==> src/rtl/srff_excite_driver.sv <==
// Drives an attached clocked SR flip-flop toward a stream of target bits and
// checks the flop's q/qbar a fixed number of cycles after each excitation pulse.
module srff_excite_driver #(
  parameter int CHECK_DELAY = 1,
  parameter int ERR_W       = 8
) (
  input  logic             clk,
  input  logic             rst,
  input  logic             tgt_valid,
  input  logic             tgt_bit,
  output logic             tgt_ready,
  output logic             s,
  output logic             r,
  input  logic             q,
  input  logic             qbar,
  output logic             busy,
  output logic             err_pulse,
  output logic [ERR_W-1:0] err_count,
  output logic [15:0]      vec_count
);

  typedef enum logic [1:0] {
    ST_IDLE,
    ST_DRIVE,
    ST_WAIT,
    ST_CHECK
  } state_e;

  localparam logic [3:0]       WAIT_LOAD = 4'(CHECK_DELAY - 1);
  localparam logic [ERR_W-1:0] ERR_MAX   = {ERR_W{1'b1}};

  state_e           state_q, state_d;
  logic             tgt_r_q, tgt_r_d;
  logic             s_q, s_d;
  logic             r_q, r_d;
  logic [3:0]       cnt_q, cnt_d;
  logic             err_pulse_q, err_pulse_d;
  logic [ERR_W-1:0] err_count_q, err_count_d;
  logic [15:0]      vec_count_q, vec_count_d;
  logic             match;
  logic             mismatch;

  always_comb begin
    state_d     = state_q;
    tgt_r_d     = tgt_r_q;
    s_d         = 1'b0;
    r_d         = 1'b0;
    cnt_d       = cnt_q;
    err_pulse_d = 1'b0;
    err_count_d = err_count_q;
    vec_count_d = vec_count_q;

    // Written as an if so an unknown q/qbar falls through to a mismatch.
    match    = (q == tgt_r_q) && (qbar == ~q);
    mismatch = 1'b1;
    if (match) begin
      mismatch = 1'b0;
    end

    case (state_q)
      ST_IDLE: begin
        if (tgt_valid) begin
          tgt_r_d = tgt_bit;
          s_d     = ~q & tgt_bit;
          r_d     = q & ~tgt_bit;
          state_d = ST_DRIVE;
        end
      end
      ST_DRIVE: begin
        cnt_d   = WAIT_LOAD;
        state_d = ST_WAIT;
      end
      ST_WAIT: begin
        if (cnt_q == 4'd0) begin
          state_d = ST_CHECK;
        end else begin
          cnt_d = cnt_q - 4'd1;
        end
      end
      ST_CHECK: begin
        err_pulse_d = mismatch;
        if (mismatch && (err_count_q != ERR_MAX)) begin
          err_count_d = err_count_q + ERR_W'(1);
        end
        vec_count_d = vec_count_q + 16'd1;
        state_d     = ST_IDLE;
      end
      default: begin
        state_d = ST_IDLE;
      end
    endcase
  end

  always_ff @(posedge clk) begin
    if (rst) begin
      state_q     <= ST_IDLE;
      tgt_r_q     <= 1'b0;
      s_q         <= 1'b0;
      r_q         <= 1'b0;
      cnt_q       <= 4'd0;
      err_pulse_q <= 1'b0;
      err_count_q <= '0;
      vec_count_q <= 16'd0;
    end else begin
      state_q     <= state_d;
      tgt_r_q     <= tgt_r_d;
      s_q         <= s_d;
      r_q         <= r_d;
      cnt_q       <= cnt_d;
      err_pulse_q <= err_pulse_d;
      err_count_q <= err_count_d;
      vec_count_q <= vec_count_d;
    end
  end

  assign tgt_ready = (state_q == ST_IDLE);
  assign busy      = (state_q != ST_IDLE);
  assign s         = s_q;
  assign r         = r_q;
  assign err_pulse = err_pulse_q;
  assign err_count = err_count_q;
  assign vec_count = vec_count_q;

endmodule

==> config.mk <==
export PLATFORM = sky130hd
export DESIGN_NAME = srff_excite_driver
export DESIGN_NICKNAME = d
export VERILOG_FILES = /design/src/rtl/srff_excite_driver.sv
export SDC_FILE = /design/constraint.sdc
export NUM_CORES = 1
export LEC_CHECK = 0
export ABC_AREA = 1
export CAP_MARGIN = 20
export CORE_UTILIZATION = 35
export DETAILED_ROUTE_END_ITERATION = 8
export PLACE_DENSITY = 0.7
export SLEW_MARGIN = 10
export SYNTH_ARGS = -nofsm -noshare
export SYNTH_HDL_FRONTEND = slang
export SYNTH_SLANG_ARGS = --single-unit
==> constraint.sdc <==
create_clock -name clk -period 1.63 [get_ports clk]
set_input_delay 0.326 -clock clk [delete_from_list [all_inputs] [get_ports clk]]
set_output_delay 0.326 -clock clk [all_outputs]
set_load 0.01 [all_outputs]
# After elaboration in Yosys (flattened, before gate mapping)
# Index checks and enable logic that the tools add are counted.
[word_totals] rom_bits=0 reg_bits=34 n_memories=0 wordCells=45 out_inout_bits=29 latch_bits=0 ram_bits=0
[op_classes] n_mux=6 n_mul=0 n_eq_ne=9 n_addsub=3 n_shift=0 reduce_logical=12 n_div=0 n_lt_le_gt_ge=0 n_bitwise=7
[op_table] operator="$add 16x1->16 const B" count=1
[op_table] operator="$add 8x1->8 const B" count=1
[op_table] operator="$ne 8x8->1 const B" count=1
[op_table] operator="$pmux 2 s4" count=1
[op_table] operator="$pmux 4 s2" count=1
[op_table] operator="$reduce_and 2->1" count=4
[op_table] operator="$ne 2x2->1 const B" count=3
[op_table] operator="$not 1->1" count=5
[op_table] operator="$eq 2x2->1 const B" count=2
[op_table] operator="$logic_not 4->1" count=1
[op_table] operator="$mux 2" count=2
[op_table] operator="$mux 4" count=1
[op_table] operator="$reduce_bool 2->1" count=2
[op_table] operator="$sub 4x1->4 const B" count=1
[op_table] operator="$reduce_or 3->1" count=1
[op_table] operator="$and 1x1->1" count=2
[op_table] operator="$eq 1x1->1" count=2
[op_table] operator="$eq 2x1->1 const B" count=1
[op_table] operator="$logic_and 1x1->1" count=2
[op_table] operator="$logic_not 2->1" count=1
[op_table] operator="$reduce_or 2->1" count=1
[op_table] operator="$mux 1" count=1

# Logic depth before layout (Yosys ltp)
[depth] word_depth=6 depth_mapped=9 mapped_depth_nobuf=9

# Worst setup path after synthesis
# No wires, ideal clock.
[synth_path] path_type="reg2reg" start="register state_q[0]" end="register state_q[1]" required_ns=1.560 path_stages_with_launch=8 n_path_buf=0 slack_ns=0.292 arrival_ns=1.268 cell_sequence="dfxtp_1 -> inv_1 -> ha_1 -> inv_1 -> or2_2 -> nand2_1 -> o21ai_0 -> a21oi_1"
[synth_via] elab_chain_len=3 word_cells_on_any_way=8 cone_classes="eq/ne: 5; mux: 1; reduce/logical: 2"
[synth_rtl] element="start: declaration" line_no="32" text="state_e state_q, state_d;"
[synth_rtl] element="start signal: assignment" line_no="105" text="state_q <= state_d;"
[synth_rtl] element="$logic_not 2->1 *"
[synth_rtl] element="net tgt_ready" line_no="11" text="output logic tgt_ready,"
[synth_rtl] element="$ne 2x2->1 (no line)"
[synth_rtl] element="$reduce_and 2->1 (no line)"
# The timed path passes the listed nets; every way through them passes the cells marked *.
# A chain may end at the register's enable or synchronous reset.

# Worst setup path in the final report
[layout_path] start="register err_count_q[2] (netlist: err_count[2])" end="output err_count[2]"
[layout_lines] element="start: declaration" line_no="38" text="logic [ERR_W-1:0] err_count_q, err_count_d;"
[layout_lines] element="start signal: assignment" line_no="111" text="err_count_q <= err_count_d;"
[layout_lines] element="end: declaration" line_no="18" text="output logic [ERR_W-1:0] err_count,"
# No word-level cell between the ends.

==> run metrics <==
Slew HR=0.789; Crit path depth=1; via count=1674; post-cts hold buffer count=0; slowest CP cell=clkdlybuf4s50_1; synth cell count leaders=nand2_1 (49), inv_1 (42), nor2_1 (41), dfxtp_1 (34); Max Used Layer=met4; Netlist cell types=30; sequential share of the synthesized area=0.391; share of the synthesized area in the top cell type=0.391; Crit path largest cell delay=0.57 ns; Total Nets Final=313; CTS Buf Count=5; YS warnings=0; mean routed wirelength per cell=9.85 microns; Detailed Place HPWL=around 2.7 mm; I/O Pins=35; DR vias/cell=4.57; synth-to-layout area growth=31.0%; CP Launch Point=err_count[2]; synth top area cells=dfxtp_1 (39%), nand2_1 (11%), inv_1 (9.1%); count leader, synth=nand2_1; Die X=72.5 microns; DR WL met3=159 microns; Starting Density=0.366; Routed WL=around 3.6 mm; Sink Count=34; Mapped Avg Cell Area=roughly 7 sq um; R2R setup slack=0.13 ns; Mapped Area=about 1700 sq um; ys async rst share=0; largest net degree at the start of global routing=17; Worst VDD drop=0.000578 V; TNS Setup=0 ns; Period Utilization, post-route=0.970; critical path's top delay family=buffers and inverters; Period minus WS final=approximately 1.6 ns; met2 WL post-DR=1.61 mm; number of synthesized flops with an enable pin=0; Post-Syn Instances=around 260; Cell Pwr Density=a little under 900 nW/um^2; Slew Viols, Final=0; Ant. Diodes=0; Setup Viol. Count Final=0; DIE HEIGHT=slightly above 70 microns; antenna violation net count after detailed routing=0; core area=4750 sq um; Post-synth top flop=dfxtp_1; Fin. Hold Viols=0; CP endpoint=err_count[2]; Peak Freq=between 600 and 700 MHz; Max FO, Critical Path=5; die area=~5300 sq um; critical setup path kind=reg -> out; Overflow after GRT=0; clock skew=between 0.003 and 0.004 ns; Filler cells=508; wire length on met1=approximately 1.7 mm; FF-to-FF path depth=7; CTS root buf=clkbuf_8; Seq cells post-synth=34; area leader, netlist=dfxtp_1; worst skew pair latency=between 0.2 and 0.3 ns; WP data arrival=1.25 ns; gr usage total=0.154; port bufs=34; worst min-delay path category=reg -> reg; Worst EP required=1.30 ns; syn_nets=270; leak pwr=0.971 nW; Clock Pin Slew Worst Setup and Hold Paths=about 0.060 ns; status=completed; Worst Setup End Kind=output port; drt drc=0; initial DRC count=60; hold_sp=cnt_q[0]; vias in the first global route=~1500; layout cell share with drive strength beyond 1=0.0936; routability cong.=between 0.7 and 0.8; critical-path cell list=clkdlybuf4s50_1; Pre-antenna DRT Iters=4; CTS Buffer Depth=2; worst flop-to-flop path endpoint=vec_count[10]; CTS tree=done; worst slack, placed=0.00870 ns; row cnt=25; first-pass GRT wire length=6.40 mm; initial antenna violation count=0; htree depth=2; Worst R2R Start=state_q[1]; max-cap viol count=0; RSZ-0062 raised after global routing=true; Final WS setup=~0.049 ns; critical path startpoint category=flop; worst-margin pin slew=0.317 ns; Bufs and invs on worst path=1
[cell usage in the layout, fill, tap and decap left out, types with 2 or more instances in the layout]
master,instances
a21oi_1,16
buf_4,6
clkbuf_1,2
clkbuf_8,5
clkdlybuf4s50_1,32
dfxtp_1,30
dfxtp_2,4
dlygate4sd2_1,2
ha_1,7
inv_1,41
inv_2,2
nand2_1,49
nand2_2,2
nand3_1,16
nand4_1,6
nor2_1,41
nor2_2,3
nor2_4,2
nor3_1,7
o21ai_0,8
o21ai_1,5
[timing repair]
item	4_1_cts	5_1_grt
pin swaps	0	1
resized for setup	3	6
setup endpoints to repair	2	6
setup buffers	0	0
[cells by family after synthesis]
| kind of cell | synth area share |
|---|---|
| AOI/OAI and AO/OA | 0.0956 |
| DFF | 0.391 |
| and+or+nand+nor | 0.340 |
| adders and majority gates | 0.0575 |
| buffers and inverters | 0.106 |
| xor gates and xnor gates | 0.0101 |
[worst min path at each step]
stage,to,cells past startpoint
2_1_floorplan,s,1
3_3_place_gp,cnt_q[0],1
3_5_place_dp,cnt_q[0],1
4_1_cts,cnt_q[0],1
5_1_grt,cnt_q[0],1
6_report,cnt_q[0],1
[routing by layer]
metal | global-route usage | vias to the layer above
met5 | 0 | -
met4 | 0.0828 | 0
li1 | - | 888
met3 | 0.0431 | 11
met1 | 0.195 | 732
met2 | 0.237 | 43
[stage by stage]
stage	instance area [sq um]	utilization	instances	hold WS [ns]	power [mW]
detailed placement	2190	0.461	359	0.447	1.41
finish	2280	0.480	366	0.452	1.97
floorplan	1740	-	256	0.403	1.22
global route	2280	0.480	366	0.478	2.12
CTS	2270	0.477	366	0.456	1.98
global placement	2190	0.461	359	0.436	1.40
[power breakdown]
part / switching (mW) / total, mW / leakage [nW] / internal (mW)
Sequential: 0.0493 / 0.941 / 0.277 / 0.892
Clock: 0.275 / 0.569 / 0.0383 / 0.294
Combinational: 0.255 / 0.464 / 0.656 / 0.209
Total: 0.580 / 1.97 / 0.971 / 1.39
[flip-flops by register name (all words and copies together), names as in the netlist]
register / flops
err_count: 8
tgt_r_q: 1
cnt_q: 4
state_q: 2
vec_count: 16
err_pulse: 1
s: 1
r: 1
[final cells by class]
cell class,instances,area (sq um),share of cell area
Clock buffer,7,76.3,0.0334
Tap cell,67,83.8,0.0367
Timing Repair Buffer,40,383,0.168
Sequential cell,34,686,0.300
Inverter,44,165,0.0724
Multi-Input combinational cell,174,888,0.389
No activity file was read; power rests on OpenSTA's default activity.
